**config.mk**
```make
export PLATFORM = sky130hd
export DESIGN_NAME = nbit_serial_adder_subtractor
export DESIGN_NICKNAME = d
export VERILOG_FILES = /design/src/rtl/nbit_serial_adder_subtractor.sv
export SDC_FILE = /design/constraint.sdc
export NUM_CORES = 1
export LEC_CHECK = 0
export BUFFER_PORTS_ARGS = -buffer_cell sky130_fd_sc_hd__buf_4
export CELL_PAD_IN_SITES_DETAIL_PLACEMENT = 1
export CELL_PAD_IN_SITES_GLOBAL_PLACEMENT = 1
export CORE_MARGIN = 2
export CORE_UTILIZATION = 45
export CTS_CLUSTER_DIAMETER = 150
export DETAILED_ROUTE_END_ITERATION = 6
export PLACE_DENSITY = 0.86
export SYNTH_ARGS = -nofsm -noshare
export SYNTH_HDL_FRONTEND = slang
export SYNTH_SLANG_ARGS = --single-unit
```
**constraint.sdc**
```tcl
create_clock -name clk -period 3.22 [get_ports clk]
set_input_delay 0.483 -clock clk [delete_from_list [all_inputs] [get_ports clk]]
set_output_delay 0.483 -clock clk [all_outputs]
set_load 0.05 [all_outputs]
```
**src/rtl/nbit_serial_adder_subtractor.sv**
```systemverilog
// Multi-cycle adder/subtractor: CHUNK bits per clock with a carry register between chunks.
// Optional signed saturation of Result on overflow when ADDSUB_SATURATE_EN is defined.
module nbit_serial_adder_subtractor #(
    parameter int WIDTH = 8,
    parameter int CHUNK = 2
) (
    input  logic             clk,
    input  logic             rst_n,
    input  logic             start,
    input  logic             subtract,
    input  logic [WIDTH-1:0] A,
    input  logic [WIDTH-1:0] B,
    output logic             busy,
    output logic             done,
    output logic [WIDTH-1:0] Result,
    output logic             Cout,
    output logic             Overflow
);
    localparam int N     = WIDTH / CHUNK;
    localparam int CNT_W = (N > 1) ? $clog2(N) : 1;

    generate
        if (WIDTH < 1 || CHUNK < 1 || (WIDTH % CHUNK) != 0) begin : g_bad_params
            $error("WIDTH must be >= 1 and a multiple of CHUNK");
        end
    endgenerate

    typedef enum logic [1:0] {IDLE, RUN, DONE} state_t;

    state_t                   state_q, state_d;
    logic     [WIDTH-1:0]     a_q, a_d;
    logic     [WIDTH-1:0]     b_q, b_d;
    logic     [WIDTH-1:0]     sum_q, sum_d;
    logic     [WIDTH-1:0]     result_q, result_d;
    logic     [CNT_W-1:0]     cnt_q, cnt_d;
    logic                     carry_q, carry_d;
    logic                     cout_q, cout_d;
    logic                     ovf_q, ovf_d;

    logic     [CHUNK:0]       chunk_sum;
    logic     [WIDTH+CHUNK-1:0] sum_cat;
    logic     [WIDTH-1:0]     full_sum;
    logic                     last_chunk;
    logic                     ovf_now;

`ifdef ADDSUB_SATURATE_EN
    function automatic logic [WIDTH-1:0] saturate(input logic [WIDTH-1:0] s, input logic ovf);
        logic [WIDTH-1:0] max_pos;
        max_pos = {WIDTH{1'b1}} >> 1;
        if (!ovf) return s;
        // A set sign bit on overflow means the true result was positive.
        return s[WIDTH-1] ? max_pos : ~max_pos;
    endfunction
`endif

    // Operands shift right each RUN edge so the active chunk always sits at bit 0;
    // the sum shifts in from the top, so after N edges it is in place, LSB chunk first.
    assign chunk_sum  = {1'b0, a_q[CHUNK-1:0]} + {1'b0, b_q[CHUNK-1:0]}
                      + {{CHUNK{1'b0}}, carry_q};
    assign sum_cat    = {chunk_sum[CHUNK-1:0], sum_q};
    assign full_sum   = sum_cat[WIDTH+CHUNK-1:CHUNK];
    assign last_chunk = (cnt_q == CNT_W'(N - 1));
    assign ovf_now    = (a_q[CHUNK-1] == b_q[CHUNK-1]) && (full_sum[WIDTH-1] != a_q[CHUNK-1]);

    always_comb begin
        state_d  = state_q;
        a_d      = a_q;
        b_d      = b_q;
        sum_d    = sum_q;
        cnt_d    = cnt_q;
        carry_d  = carry_q;
        result_d = result_q;
        cout_d   = cout_q;
        ovf_d    = ovf_q;
        case (state_q)
            IDLE, DONE: begin
                if (start) begin
                    state_d = RUN;
                    a_d     = A;
                    b_d     = subtract ? ~B : B;
                    carry_d = subtract;
                    cnt_d   = '0;
                end else begin
                    state_d = IDLE;
                end
            end
            RUN: begin
                a_d     = a_q >> CHUNK;
                b_d     = b_q >> CHUNK;
                sum_d   = full_sum;
                carry_d = chunk_sum[CHUNK];
                cnt_d   = cnt_q + CNT_W'(1);
                if (last_chunk) begin
                    state_d = DONE;
                    cout_d  = chunk_sum[CHUNK];
                    ovf_d   = ovf_now;
`ifdef ADDSUB_SATURATE_EN
                    result_d = saturate(full_sum, ovf_now);
`else
                    result_d = full_sum;
`endif
                end
            end
            default: state_d = IDLE;
        endcase
    end

    always_ff @(posedge clk or negedge rst_n) begin
        if (!rst_n) state_q <= IDLE;
        else        state_q <= state_d;
    end

    always_ff @(posedge clk or negedge rst_n) begin
        if (!rst_n) begin
            a_q      <= '0;
            b_q      <= '0;
            sum_q    <= '0;
            cnt_q    <= '0;
            carry_q  <= 1'b0;
            result_q <= '0;
            cout_q   <= 1'b0;
            ovf_q    <= 1'b0;
        end else begin
            a_q      <= a_d;
            b_q      <= b_d;
            sum_q    <= sum_d;
            cnt_q    <= cnt_d;
            carry_q  <= carry_d;
            result_q <= result_d;
            cout_q   <= cout_d;
            ovf_q    <= ovf_d;
        end
    end

    assign busy     = (state_q == RUN);
    assign done     = (state_q == DONE);
    assign Result   = result_q;
    assign Cout     = cout_q;
    assign Overflow = ovf_q;

endmodule
```
==> impl_metrics.env, run 1 <==
export IMPL_timing_critical_path_to_type="output port"
export IMPL_total_count_of_hold_check_failures_in_the_final_report=0
export IMPL_placement_io_buffers=31
export IMPL_yosys_most_used_dff="sky130_fd_sc_hd__dfrtp_1"
export IMPL_synthArstFlopShare=1.00
export IMPL_final_stage_net_count=193
export IMPL_dpl_worst_slack_ns=1.26
export IMPL_detailroute_via_count=1139
export IMPL_worst_ir_drop_on_vdd_mv=0.342
export IMPL_ctsLongestPathBuffers=2
export IMPL_worstSetupStartpointType="flop"
export IMPL_fmaxAchievable_mhz=434
export IMPL_power_per_cell_area_mw_per_mm2=1090
export IMPL_post_route_worst_setup_slack_ns=0.915
export IMPL_yosys_register_bits=37
export IMPL_launch_point_of_the_worst_path="state_q[1]"
export IMPL_post_cts_setup_buffers=0
export IMPL_syn_nets=164
export IMPL_timing_final_setup_violations=0
export IMPL_yosys_warnings=0
export IMPL_dp_cells=208
export IMPL_route_antenna_remaining_nets=0
export IMPL_critical_path_rt_ns=2.74
export IMPL_run_status="finished clean"
export IMPL_ys_top_cells_by_count="37 x sky130_fd_sc_hd__dfrtp_1, 22 x sky130_fd_sc_hd__nand2_1, 9 x sky130_fd_sc_hd__a221o_1, 7 x sky130_fd_sc_hd__nor2_1, 7 x sky130_fd_sc_hd__o21ai_0"
export IMPL_p_leak_nw=0.950
export IMPL_floorplan_initialDensity=0.476
export IMPL_syn_inst=140
export IMPL_seq_area_frac_synth=0.569
export IMPL_gp_routability_congestion=0.726
export IMPL_timing_setup_critical_path_class="reg -> out"
export IMPL_area_delta_synth_final_pct=18.3
export IMPL_cts_resized=0
export IMPL_reg2reg_slack_ns=1.24
export IMPL_yosysTopAreaCellShare=0.569
export IMPL_cts_root_buf="sky130_fd_sc_hd__clkbuf_4"
export IMPL_viasPerCell=5.27
export IMPL_grt_pass1_wl_um=6180
export IMPL_synth_most_common_cell="sky130_fd_sc_hd__dfrtp_1"
export IMPL_route_final_wire_length_um=3570
export IMPL_post_route_period_util=0.716
export IMPL_worst_slew_pin_slew_ns=0.652
export IMPL_timing_critical_path_fanout_max=21
export IMPL_synth_largest_area_cell="sky130_fd_sc_hd__dfrtp_1"
export IMPL_max_cap_violations=0
export IMPL_rsz0062_at_grt="no"
export IMPL_dpl_hpwl_um=2610
export IMPL_fillers=382
export IMPL_gr_total_overflow=0
export IMPL_dieWidth_um=64.1
export IMPL_vias_in_the_first_global_route=1255
export IMPL_clock_sinks=37
export IMPL_tritoncts="done"
export IMPL_die_height_um=64.1
export IMPL_final_seq_area_um2=926
export IMPL_holdBufCountCts=0
export IMPL_r2r_start="state_q[0]"
export IMPL_fin_cells=216
export IMPL_synth_distinct_cells=25
export IMPL_antenna_diode_count=0
export IMPL_global_route_usage_total=0.202
export IMPL_drt_first_iter_violations=43
export IMPL_clk_pin_slew_worst_paths_ns=0.11
export IMPL_drt_pre_antenna_iters=4
export IMPL_area_of_the_core_region_mm2=0.00342
export IMPL_average_cell_area_after_synthesis_um2=11.6
export IMPL_multi_input_area_um2=609
export IMPL_remaining_drc_errors=0
export IMPL_hold_path_class="in -> async"
export IMPL_slew_limit_headroom=0.565
export IMPL_grt_antenna_before_repair=0
export IMPL_worst_clock_skew_ns=0.00556
export IMPL_grt_start_max_net_pins=38
export IMPL_post_synth_main_area_contributors="sky130_fd_sc_hd__dfrtp_1 57%, sky130_fd_sc_hd__a221o_1 5.5%, sky130_fd_sc_hd__nand2_1 5.1%, sky130_fd_sc_hd__mux2_2 4.2%, sky130_fd_sc_hd__xnor2_1 3.2%"
export IMPL_synth_enable_flop_cells=0
export IMPL_floorplan_io_pins=32
export IMPL_maxSlewViolCount=0
export IMPL_timing_setup_tns_ns=0
export IMPL_final_period_minus_worst_setup_slack_ns=2.31
export IMPL_htreeDepth=2
export IMPL_post_drt_wl_per_cell_um=16.5
export IMPL_insertion_delay_ns=0.35
export IMPL_drive_above_1_share=0.288
export IMPL_post_layout_total_power_mw=2.11
export IMPL_critical_path_arrival_ns=1.82
export IMPL_die_area_mm2=0.00411
export IMPL_placement_rows=21
export IMPL_synth_area_mm2=0.00163
export IMPL_clock_buffer_count_from_cts=5
export IMPL_post_route_util=0.563
[per-stage QoR]
stage          hold slack [ns]  area (µm²)
2_1_floorplan            0.187        1630
3_3_place_gp             0.460        1850
3_5_place_dp             0.471        1850
4_1_cts                 0.0818        1920
5_1_grt                 0.0800        1920
6_report                0.0641        1920
[critical path: stages (launching register included)]
cell                       delay, ns
sky130_fd_sc_hd__dfrtp_1        0.42
sky130_fd_sc_hd__nand2b_1       0.45
sky130_fd_sc_hd__inv_4          0.35
sky130_fd_sc_hd__buf_4          0.25
[layer usage]
| metal | part of all wire | global-route usage |
|---|---|---|
| met5 | 0 | 0 |
| met4 | 0.016 | 0.0878 |
| met2 | 0.51 | 0.344 |
| met1 | 0.43 | 0.242 |
| met3 | 0.052 | 0.0511 |
[power breakdown]
group | leakage, nW | internal [mW] | switching, mW
clock network | 0.0413 | 0.127 | 0.158
registers | 0.466 | 0.676 | 0.137
logic | 0.443 | 0.372 | 0.637
total | 0.950 | 1.17 | 0.932
[path summary, 6_finish.rpt]
check / end / cells after the start
worst max register to register: b_q[3] / 4
worst min-delay path: Overflow / 1
worst min register to register: sum_q[3] / 2
min in group clk: a_q[4] / 3
max in group asynchronous: Result[1] / 1
worst max-delay path: busy / 3
[sequential cells by signal, indices dropped and copies added, names as in the netlist]
name      flops
Result        8
a_q           8
b_q           8
sum_q         6
cnt_q         2
state_q       2
Cout          1
Overflow      1
carry_q       1
[logic make-up (layout without fill, tap and decap cells)]
| family | count (synthesis) | after routing | share of synthesized area |
|---|---|---|---|
| AND/OR/NAND/NOR | 42 | 42 | 0.118 |
| flip-flops | 37 | 37 | 0.569 |
| AO/OA/AOI/OAI | 26 | 26 | 0.127 |
| buffers and inverters | 16 | 46 | 0.0561 |
| XOR/XNOR | 9 | 9 | 0.0485 |
| multiplexers | 6 | 6 | 0.0415 |
| adder cells (fa/ha/maj) | 4 | 4 | 0.0400 |
[cell usage in the layout, fill, tap and decap left out]
master	n
sky130_fd_sc_hd__a221o_1	9
sky130_fd_sc_hd__a22o_1	5
sky130_fd_sc_hd__a22oi_1	4
sky130_fd_sc_hd__and2b_1	1
sky130_fd_sc_hd__and2b_4	1
sky130_fd_sc_hd__buf_4	31
sky130_fd_sc_hd__clkbuf_4	5
sky130_fd_sc_hd__clkbuf_8	2
sky130_fd_sc_hd__clkinv_2	1
sky130_fd_sc_hd__dfrtp_1	37
sky130_fd_sc_hd__fa_1	2
sky130_fd_sc_hd__ha_1	2
sky130_fd_sc_hd__inv_1	6
sky130_fd_sc_hd__inv_4	1
sky130_fd_sc_hd__mux2_2	6
sky130_fd_sc_hd__nand2_1	22
sky130_fd_sc_hd__nand2b_1	2
sky130_fd_sc_hd__nand3_1	5
sky130_fd_sc_hd__nand3b_2	1
sky130_fd_sc_hd__nor2_1	7
sky130_fd_sc_hd__nor2_2	1
sky130_fd_sc_hd__nor3_1	2
sky130_fd_sc_hd__o21ai_0	7
sky130_fd_sc_hd__o31ai_1	1
sky130_fd_sc_hd__xnor2_1	6
sky130_fd_sc_hd__xor2_1	3
[cell type report]
cell class                 instances  share of cell area
sequential                        37               0.481
inverter                           7              0.0150
timing repair buffer              31               0.121
tap                               46              0.0299
multi-input combinational         87               0.317
clock inverter                     1             0.00260
clock buffer                       7              0.0338
Power figures use the tool's default switching activity.
==> inputs of run 2 (changes only) <==
ABC_AREA = 1   (was unset)
CORE_UTILIZATION = 36   (was 45)
PLACE_DENSITY = 0.78   (was 0.86)
clock period = 2.05 ns   (was 3.22 ns; I/O delays follow)
==> run 2 against run 1 <==
  * Flip-flop and latch count unchanged
  * Critical path type is now reg -> reg
  * Largest cell class unchanged
  * Die area is 32% higher
  * Via count is 24% higher
==> impl_metrics.env, run 2 <==
export IMPL_run_status="finished clean"
export IMPL_die_height_um=73.8
export IMPL_gr_total_overflow=0
export IMPL_clock_sinks=37
export IMPL_multi_input_area_um2=663
export IMPL_synth_top_family_by_area="simple AND/OR/NAND/NOR gates"
export IMPL_dpl_hpwl_um=2700
export IMPL_net_switching_power_mw=1.58
export IMPL_final_period_minus_worst_setup_slack_ns=1.77
export IMPL_pwr_share_comb=0.486
export IMPL_worstHoldStart="A[7]"
export IMPL_final_seq_area_um2=926
export IMPL_slew_limit_headroom=0.691
export IMPL_worst_ir_drop_on_vdd_mv=0.470
export IMPL_worstSetupStartpointType="flop"
export IMPL_synth_xor_area_frac=0.00500
export IMPL_floorplan_initialDensity=0.371
export IMPL_yosys_warnings=0
export IMPL_drt_pre_antenna_iters=4
export IMPL_critical_path_rt_ns=2.28
export IMPL_placement_rows=25
export IMPL_synthArstFlopShare=1.00
export IMPL_critical_path_arrival_ns=2.00
export IMPL_final_common_cell="sky130_fd_sc_hd__nand2_1"
export IMPL_total_count_of_hold_check_failures_in_the_final_report=0
export IMPL_dp_cells=309
export IMPL_r2r_start="a_q[0]"
export IMPL_power_clock_fraction=0.150
export IMPL_clock_buffer_count_from_cts=5
export IMPL_cell_internal_pwr_mw=1.88
export IMPL_worst_hold_path_endpoint="a_q[7]"
export IMPL_synth_largest_area_cell="sky130_fd_sc_hd__dfrtp_1"
export IMPL_drt_first_iter_violations=56
export IMPL_worst_slew_pin_slew_ns=0.463
export IMPL_die_area_mm2=0.00544
export IMPL_syn_nets=240
export IMPL_fin_cells=317
export IMPL_dieWidth_um=73.8
export IMPL_cts_resized=0
export IMPL_post_drt_wl_per_cell_um=11.7
export IMPL_post_synth_fa_ha_maj_area_fraction=0.0371
export IMPL_crit_path_max_incr_delay_ns=0.56
export IMPL_max_cap_violations=0
export IMPL_average_cell_area_after_synthesis_um2=8.12
export IMPL_synth_most_common_cell="sky130_fd_sc_hd__nand2_1"
export IMPL_tritoncts="done"
export IMPL_area_of_the_core_region_mm2=0.00472
export IMPL_seq_area_frac_synth=0.528
export IMPL_hold_path_depth=3
export IMPL_critical_path_top_delay_family="adder cells"
export IMPL_synth_area_in_compound_gates=0.0457
export IMPL_area_delta_synth_final_pct=21.5
export IMPL_global_route_usage_total=0.161
export IMPL_antenna_diode_count=0
export IMPL_syn_inst=216
export IMPL_post_route_period_util=0.861
export IMPL_pwr_share_seq=0.364
export IMPL_route_final_wire_length_um=3720
export IMPL_reg2reg_slack_ns=0.28
export IMPL_critical_path_cell_chain="inv_1 > fa_1 > fa_1 > inv_1 > a21oi_1 > nand3_1 > nand2_1"
export IMPL_timing_critical_path_fanout_max=4
export IMPL_ys_top_cells_by_count="93 x sky130_fd_sc_hd__nand2_1, 37 x sky130_fd_sc_hd__dfrtp_1, 28 x sky130_fd_sc_hd__inv_1, 19 x sky130_fd_sc_hd__nand3_1"
export IMPL_drive_above_1_share=0.184
export IMPL_grt_antenna_before_repair=0
export IMPL_final_stage_net_count=274
export IMPL_cp_buffers_inverters=2
export IMPL_cp_slowest_cell="sky130_fd_sc_hd__fa_1"
export IMPL_remaining_drc_errors=0
export IMPL_insertion_delay_ns=0.29
export IMPL_gp_routability_congestion=0.744
export IMPL_viasPerCell=4.47
export IMPL_grt_pass1_wl_um=6530
export IMPL_power_per_cell_area_mw_per_mm2=1620
export IMPL_yosysTopAreaCellShare=0.528
export IMPL_worst_clock_skew_ns=0.00345
export IMPL_p_leak_nw=1.16
export IMPL_worstRegToRegCells=7
export IMPL_synthMuxAreaShare=0
export IMPL_synthSimpleGateAreaFrac=0.291
export IMPL_rsz0062_at_grt="no"
export IMPL_ctsLongestPathBuffers=2
export IMPL_cts_root_buf="sky130_fd_sc_hd__clkbuf_8"
export IMPL_swShare=0.457
export IMPL_post_cts_setup_buffers=0
export IMPL_holdBufCountCts=1
export IMPL_hold_path_class="in -> reg"
export IMPL_grt_start_max_net_pins=38
export IMPL_fillers=604
export IMPL_detailroute_via_count=1416
export IMPL_placement_io_buffers=31
export IMPL_timing_final_setup_violations=0
export IMPL_critical_path_reg2reg_endpoint="Overflow"
export IMPL_floorplan_io_pins=32
export IMPL_route_antenna_remaining_nets=0
export IMPL_timing_critical_path_to_type="flop"
export IMPL_most_common_layout_cells="93 x sky130_fd_sc_hd__nand2_1, 37 x sky130_fd_sc_hd__dfrtp_1, 33 x sky130_fd_sc_hd__buf_4"
export IMPL_yosys_most_used_dff="sky130_fd_sc_hd__dfrtp_1"
export IMPL_yosys_register_bits=37
export IMPL_post_synth_main_area_contributors="sky130_fd_sc_hd__dfrtp_1 53%, sky130_fd_sc_hd__nand2_1 20%, sky130_fd_sc_hd__inv_1 6.0%, sky130_fd_sc_hd__nand3_1 5.4%, sky130_fd_sc_hd__fa_1 2.3%"
export IMPL_htreeDepth=2
export IMPL_timing_setup_critical_path_class="reg -> reg"
export IMPL_timing_setup_tns_ns=0
export IMPL_synth_area_mm2=0.00175
export IMPL_maxSlewViolCount=0
export IMPL_fmaxAchievable_mhz=566
export IMPL_synth_distinct_cells=20
export IMPL_synth_enable_flop_cells=0
export IMPL_vias_in_the_first_global_route=1438
export IMPL_clk_pin_slew_worst_paths_ns=0.07
==> run 2: logic make-up (layout without fill, tap and decap cells) <==
kind of cell	after synthesis	in the layout
buffers and inverters	37	71
xor gates and xnor gates	1	1
AOI/OAI and AO/OA	16	16
DFF	37	37
adders and majority gates	4	4
and+or+nand+nor	121	121
==> run 2: worst min-delay path, cell delays in order <==
cell	delay, ns
sky130_fd_sc_hd__buf_4	0.08
sky130_fd_sc_hd__nand2_1	0.04
sky130_fd_sc_hd__nand2_1	0.05
==> run 2: final cells by class <==
cell class | instances | share of cell area
flip-flops and latches | 37 | 0.435
multi-input cells | 142 | 0.311
repair buffers | 34 | 0.121
inverters | 30 | 0.0529
clock buffers | 7 | 0.0405
well taps | 67 | 0.0394
==> run 2: power groups by stage <==
stage,clock network (mW),registers [mW],logic [mW]
after floorplan,0,1.51,1.02
after global placement,0,1.25,1.65
after detailed placement,0,1.28,1.71
after CTS,0.542,1.26,1.72
after global routing,0.562,1.30,1.93
final,0.517,1.26,1.68
==> run 2: per-layer routing <==
| layer | wire length [µm] | share of wire | global-route usage | up-vias |
|---|---|---|---|---|
| met5 | 0 | 0 | 0 | - |
| met4 | 53 | 0.014 | 0.0667 | 0 |
| met3 | 153 | 0.041 | 0.0343 | 5 |
| met2 | 1770 | 0.48 | 0.264 | 30 |
| met1 | 1740 | 0.47 | 0.204 | 664 |
| li1 | - | - | - | 717 |
==> run 2: how the worst max path moves through the flow <==
stage | startpoint | slack [ns] | cells after the start | end
after floorplan | a_q[0] | 0.39 | 7 | Overflow
after global placement | a_q[0] | 0.34 | 7 | Overflow
after detailed placement | a_q[0] | 0.30 | 7 | Overflow
after CTS | a_q[0] | 0.28 | 7 | Overflow
after global routing | a_q[0] | 0.13 | 7 | Overflow
final | a_q[0] | 0.28 | 7 | Overflow
==> run 2: through the flow <==
step	power, mW	util	setup WS [ns]	hold WS (ns)	cell area, µm²
floorplan	2.53	-	0.390	0.0119	1750
global placement	2.91	0.430	0.337	0.301	2030
detailed placement	2.98	0.430	0.297	0.300	2030
CTS	3.52	0.451	0.281	0.206	2130
global route	3.79	0.451	0.128	0.233	2130
finish	3.45	0.451	0.284	0.218	2130
